[src/rtl/game_pkg.sv]
// Shared 2048 game definitions: move codes (fixing the button bit order)
// and tick divider defaults for synthesis and simulation.
package game_pkg;

  typedef enum logic [1:0] {
    MOVE_UP    = 2'd0,
    MOVE_DOWN  = 2'd1,
    MOVE_LEFT  = 2'd2,
    MOVE_RIGHT = 2'd3
  } move_e;

  localparam int TICK_DIV_SYN = 500000;
  localparam int TICK_DIV_SIM = 4;

endpackage

[src/rtl/btn_debounce.sv]
// One button channel: two-flop synchroniser, tick-qualified debounce counter,
// debounced level, a one-cycle press pulse and a level-change pulse.
module btn_debounce
  import game_pkg::*;
#(
  parameter int DB_TICKS = 4
) (
  input  logic Clk,
  input  logic Reset,
  input  logic btn_raw,
  input  logic tick,
  output logic level,
  output logic press,
  output logic change
);

  localparam int CNT_W = (DB_TICKS < 2) ? 1 : $clog2(DB_TICKS);

  logic             sync1_q, sync2_q;
  logic [CNT_W-1:0] cnt_q, cnt_d;
  logic             level_q, level_d;
  logic             level_prev_q;

  always_comb begin
    cnt_d   = cnt_q;
    level_d = level_q;
    if (tick) begin
      if (sync2_q != level_q) begin
        // The DB_TICKS-th consecutive disagreeing sample flips the level.
        if (cnt_q == CNT_W'(DB_TICKS - 1)) begin
          level_d = ~level_q;
          cnt_d   = '0;
        end else begin
          cnt_d = cnt_q + CNT_W'(1);
        end
      end else begin
        cnt_d = '0;
      end
    end
  end

  always_ff @(posedge Clk or posedge Reset) begin
    if (Reset) begin
      sync1_q      <= 1'b0;
      sync2_q      <= 1'b0;
      cnt_q        <= '0;
      level_q      <= 1'b0;
      level_prev_q <= 1'b0;
    end else begin
      sync1_q      <= btn_raw;
      sync2_q      <= sync1_q;
      cnt_q        <= cnt_d;
      level_q      <= level_d;
      level_prev_q <= level_q;
    end
  end

  assign level  = level_q;
  assign press  = level_q & ~level_prev_q;
  assign change = level_q ^ level_prev_q;

endmodule

[src/rtl/btn_move_ctrl.sv]
// Button front end for the 2048 game: debounced channels, optional auto-repeat,
// per-channel pending bits and a valid/ready move slot with overrun flag.
module btn_move_ctrl
  import game_pkg::*;
#(
  parameter int N_BTN        = 4,
  parameter int TICK_DIV     = TICK_DIV_SYN,
  parameter int DB_TICKS     = 4,
  parameter int REPEAT_EN    = 1,
  parameter int REPEAT_DELAY = 64,
  parameter int REPEAT_TICKS = 16,
  localparam int CODE_W      = $clog2(N_BTN)
) (
  input  logic              Clk,
  input  logic              Reset,
  input  logic [N_BTN-1:0]  btn_raw,
  output logic              move_valid,
  output logic [CODE_W-1:0] move_code,
  input  logic              move_ready,
  output logic [N_BTN-1:0]  btn_level,
  output logic              overrun,
  input  logic              clr_overrun
);

  localparam int TICK_W = $clog2(TICK_DIV);

  logic [TICK_W-1:0] tick_cnt_q, tick_cnt_d;
  logic              tick;

  always_comb begin
    tick       = (tick_cnt_q == TICK_W'(TICK_DIV - 1));
    tick_cnt_d = tick ? '0 : tick_cnt_q + TICK_W'(1);
  end

  logic [N_BTN-1:0] press_vec, change_vec;

  for (genvar g = 0; g < N_BTN; g++) begin : g_ch
    btn_debounce #(.DB_TICKS(DB_TICKS)) u_db (
      .Clk    (Clk),
      .Reset  (Reset),
      .btn_raw(btn_raw[g]),
      .tick   (tick),
      .level  (btn_level[g]),
      .press  (press_vec[g]),
      .change (change_vec[g])
    );
  end

  logic [N_BTN-1:0] rpt_vec;

  if (REPEAT_EN != 0) begin : g_rpt
    localparam int RPT_MAX = (REPEAT_DELAY > REPEAT_TICKS) ? REPEAT_DELAY : REPEAT_TICKS;
    localparam int RPT_W   = $clog2(RPT_MAX + 1);

    logic              rpt_on_q, rpt_on_d;
    logic [CODE_W-1:0] rpt_ch_q, rpt_ch_d;
    logic [RPT_W-1:0]  rpt_cnt_q, rpt_cnt_d;
    logic              single_high, fire;
    logic [CODE_W-1:0] press_idx;

    always_comb begin
      single_high = (btn_level != '0) && ((btn_level & (btn_level - N_BTN'(1))) == '0);
      press_idx   = '0;
      for (int i = N_BTN - 1; i >= 0; i--) begin
        if (press_vec[i]) press_idx = CODE_W'(i);
      end
      fire      = rpt_on_q & tick & (rpt_cnt_q == RPT_W'(1));
      rpt_on_d  = rpt_on_q;
      rpt_ch_d  = rpt_ch_q;
      rpt_cnt_d = rpt_cnt_q;
      // Arming has priority; any other level change (incl. releases) cancels.
      if ((press_vec != '0) && single_high) begin
        rpt_on_d  = 1'b1;
        rpt_ch_d  = press_idx;
        rpt_cnt_d = RPT_W'(REPEAT_DELAY);
      end else if (change_vec != '0) begin
        rpt_on_d = 1'b0;
      end else if (rpt_on_q && tick) begin
        rpt_cnt_d = fire ? RPT_W'(REPEAT_TICKS) : rpt_cnt_q - RPT_W'(1);
      end
      rpt_vec = fire ? (N_BTN'(1) << rpt_ch_q) : '0;
    end

    always_ff @(posedge Clk or posedge Reset) begin
      if (Reset) begin
        rpt_on_q  <= 1'b0;
        rpt_ch_q  <= '0;
        rpt_cnt_q <= '0;
      end else begin
        rpt_on_q  <= rpt_on_d;
        rpt_ch_q  <= rpt_ch_d;
        rpt_cnt_q <= rpt_cnt_d;
      end
    end
  end else begin : g_no_rpt
    assign rpt_vec = '0;
  end

  logic [N_BTN-1:0]  pend_q, pend_d, ev, sel_vec;
  logic              valid_q, valid_d, ovr_q, ovr_d, load;
  logic [CODE_W-1:0] code_q, code_d, sel;

  always_comb begin
    load = (!valid_q || move_ready) && (pend_q != '0);
    sel  = '0;
    for (int i = N_BTN - 1; i >= 0; i--) begin
      if (pend_q[i]) sel = CODE_W'(i);
    end
    sel_vec = load ? (N_BTN'(1) << sel) : '0;
    ev      = press_vec | rpt_vec;
    // A new event on the channel being loaded re-pends it without overrun.
    pend_d  = (pend_q & ~sel_vec) | ev;
    ovr_d   = (|(ev & pend_q & ~sel_vec)) ? 1'b1 : (clr_overrun ? 1'b0 : ovr_q);
    valid_d = load ? 1'b1 : (move_ready ? 1'b0 : valid_q);
    code_d  = load ? sel : code_q;
  end

  always_ff @(posedge Clk or posedge Reset) begin
    if (Reset) begin
      tick_cnt_q <= '0;
      pend_q     <= '0;
      valid_q    <= 1'b0;
      code_q     <= '0;
      ovr_q      <= 1'b0;
    end else begin
      tick_cnt_q <= tick_cnt_d;
      pend_q     <= pend_d;
      valid_q    <= valid_d;
      code_q     <= code_d;
      ovr_q      <= ovr_d;
    end
  end

  assign move_valid = valid_q;
  assign move_code  = code_q;
  assign overrun    = ovr_q;

endmodule
[config.mk]
export PLATFORM = sky130hd
export DESIGN_NAME = btn_move_ctrl
export DESIGN_NICKNAME = d
export VERILOG_FILES = /design/src/rtl/game_pkg.sv /design/src/rtl/btn_debounce.sv /design/src/rtl/btn_move_ctrl.sv
export SDC_FILE = /design/constraint.sdc
export NUM_CORES = 1
export LEC_CHECK = 0
export CAP_MARGIN = 30
export CORE_ASPECT_RATIO = 1.1
export CORE_UTILIZATION = 45
export DETAILED_ROUTE_END_ITERATION = 16
export SETUP_SLACK_MARGIN = 0.15
export SLEW_MARGIN = 15
export SYNTH_ARGS = -nofsm -noshare
export SYNTH_HDL_FRONTEND = slang
export SYNTH_SLANG_ARGS = --single-unit
export TNS_END_PERCENT = 20
[constraint.sdc]
create_clock -name Clk -period 4.25 [get_ports Clk]
set_input_delay 1.0625 -clock Clk [delete_from_list [all_inputs] [get_ports Clk]]
set_output_delay 1.0625 -clock Clk [all_outputs]
set_load 0.05 [all_outputs]
==> metrics.txt <==
layout cells sized above 1=10.33%; grt ovf=0; core area=6193 µm²; post-synth top area share=52.63%; clock latency on the worst-skew pair=0.34 ns; Crit Path Class=reg -> out; Mapped Cells=276; TritonCTS Buffers=9; via count=2,060; final setup skew=0.007851 ns; Detailed Place HPWL=3609 µm; global-route wire length before repair=9349 µm; worst stage delay on the critical path=0.86 ns; post-synth cell types=45; min cycle time layout=2.748 ns; Seq/Total Area, Yosys=52.63%; Resized Gates After CTS=0; die area=6771 µm²; total inserted antenna cells=0; fmax=0.3639 GHz; Setup Buffers After CTS=0; Max stage delay cell, worst path=clkdlybuf4s50_1; register bit total from synthesis=61; Least-Margin Pin Slew=0.6322 ns; Via density=5.421; Filler cells=564; vias in the first global route=2,040; die width=78.55 µm; Die Ht=86.20 µm; most frequent cell after synthesis=dfrtp_1; clk slew on worst S/H paths=0.07 ns; CTS Root Cell=clkbuf_8; CP Buf/Inv Count=1; Setup WS post-layout=1.502 ns; Ports=16; CTS Buffer Depth=2; I/O Buffers=15; Pleak=1.494 nW; CP delay by family, top=buffers and inverters; status=finished, final reports clean; starting density of the core=46.83%; Hold Vio Cnt, Final=0; max cap viols=0; count of final setup violators=0; pre-CTS WS=1.550 ns; CP Capture Type=primary output; Final Cycle Share=64.67%; Mean Syn Cell Area=10.51 µm²; Routed Antenna Nets=0; Worst Path Max Fanout=8; DR iter-0 viols=109; syn nets=295; total detailed-routing wirelength=5231 µm; worst path cell trace=clkdlybuf4s50_1; # DRC=0; Hold Buf Count CTS=0; relative slew slack=57.75%; Core Rows=30; Post-Syn Area=2900 µm²; Final GP Congestion=0.8065; CTS H-tree depth=3; initial antenna violation count=0; Syn-to-layout area delta=13.72%; main flop type after synthesis=dfrtp_1; Synth Warn #=0; maximum vdd drop=0.1950 mV; RSZ-0062 raised after global routing=no; Pre-antenna DRT Iters=4; PD cells=335.1 nW/µm²; Global Route Usage Sum=18.00%; CTS tree=yes; Worst Setup Start Kind=register; routed len/inst=13.77 µm; Min-Delay Path Class=reg -> reg; Worst EP arrival=1.69 ns; ys async rst share=100.0%; Net count, final=316; largest area contributor in the netlist=dfrtp_1; largest net degree at the start of global routing=31; number of flops mapped to enable cells by yosys=0; Slew Limit Fails=0; Fin Setup TNS=0 ns; Critical Path RT=3.19 ns; Clock Sinks=61; commonest cells in the netlist=dfrtp_1, nand2_1, nor2_1, inv_1; leading post-synthesis cells by cell area=dfrtp_1, ha_1, xnor2_1
-- sequential cells by signal (all words and copies together), names as in the netlist --
name                    count
overrun                     1
g_rpt.rpt_on_q              1
move_code                   2
g_ch.u_db.sync1_q           4
g_ch.u_db.cnt_q             8
tick_cnt_q                 19
g_ch.u_db.level             4
g_rpt.rpt_cnt_q             7
g_ch.u_db.sync2_q           4
g_rpt.rpt_ch_q              2
g_ch.u_db.level_prev_q      4
pend_q                      4
move_valid                  1
-- metal layers --
metal	GRT usage, %	up-vias	share of wire, %
met5	0	-	0
met4	8.418	0	1.9
met3	4.947	10	4.0
met2	27.83	45	46
met1	23.48	979	48
li1	-	1026	-
-- logic make-up (layout without fill, tap and decap cells) --
logic type      after synthesis  count (layout)  share of synthesized area, %
compound gates               52              52                         11.82
xor+xnor                     18              18                         5.436
fa+ha+maj                    11              11                         4.745
buf+inv                      28              52                         4.659
flops                        61              61                         52.63
mux                           5               5                         1.898
simple gates                101             101                         18.81
-- placed cells by master (no fill, tap or decap), types with 3 or more instances in the layout --
cell type / n
clkdlybuf4s50_1: 15
ha_1: 11
nand4_1: 5
a211oi_1: 4
and3_1: 3
or4_1: 4
xnor2_1: 12
or3_1: 4
and2_1: 3
o31ai_1: 5
inv_1: 18
nor3_1: 5
xor2_1: 6
nand2b_1: 4
nand2_1: 21
nor4_1: 7
nor2_1: 20
nand3_1: 13
a21o_1: 4
dfrtp_1: 61
a31oi_1: 3
o21ai_0: 10
mux2_2: 4
clkbuf_8: 13
a21oi_1: 13
buf_4: 3
-- final timing paths --
path / from / to / slack (ns) / cells after the start
worst max-delay path: g_ch[0].u_db.level$_DFFE_PP0P_ / btn_level[0] / 1.50 / 1
worst min-delay path: g_ch[0].u_db.sync1_q$_DFF_PP0_ / g_ch[0].u_db.sync2_q$_DFF_PP0_ / 0.35 / 0
worst max register to register: tick_cnt_q[7]$_DFF_PP0_ / g_rpt.rpt_cnt_q[5]$_DFFE_PP0P_ / 1.63 / 5
worst min register to register: g_ch[0].u_db.sync1_q$_DFF_PP0_ / g_ch[0].u_db.sync2_q$_DFF_PP0_ / 0.35 / 0
max in group asynchronous: Reset / pend_q[3]$_DFF_PP0_ / 2.45 / 3
min in group asynchronous: Reset / g_rpt.rpt_cnt_q[4]$_DFFE_PP0P_ / 1.12 / 2
-- report_power, final --
group          internal (mW)  switching (mW)  total, mW
logic                 0.0124          0.0212     0.0336
registers              0.586         0.00259      0.589
clock network          0.268           0.215      0.483
total                  0.867           0.238       1.11
-- per-stage QoR --
step	instance area (µm²)	power, mW	utilization [%]	instances	hold WS, ns
floorplan	2900	0.6184	-	276	0.3312
global placement	3109	0.6348	50.20	365	0.3326
detailed placement	3114	0.6351	50.28	366	0.3347
CTS	3298	1.124	53.25	380	0.3484
global route	3298	1.143	53.25	380	0.3502
finish	3298	1.105	53.25	380	0.3474
-- layout make-up --
cell class / instances / area, µm² / share of cell area [%]
Inverter: 19 / 71.32 / 2.162
Timing Repair Buffer: 19 / 177.7 / 5.387
Clock inverter: 1 / 5.005 / 0.1517
Clock buffer: 13 / 178.9 / 5.425
Sequential cell: 61 / 1526 / 46.28
Tap cell: 80 / 100.1 / 3.035
Multi-Input combinational cell: 187 / 1239 / 37.56
Note: power is estimated with default switching activity, not from simulation.
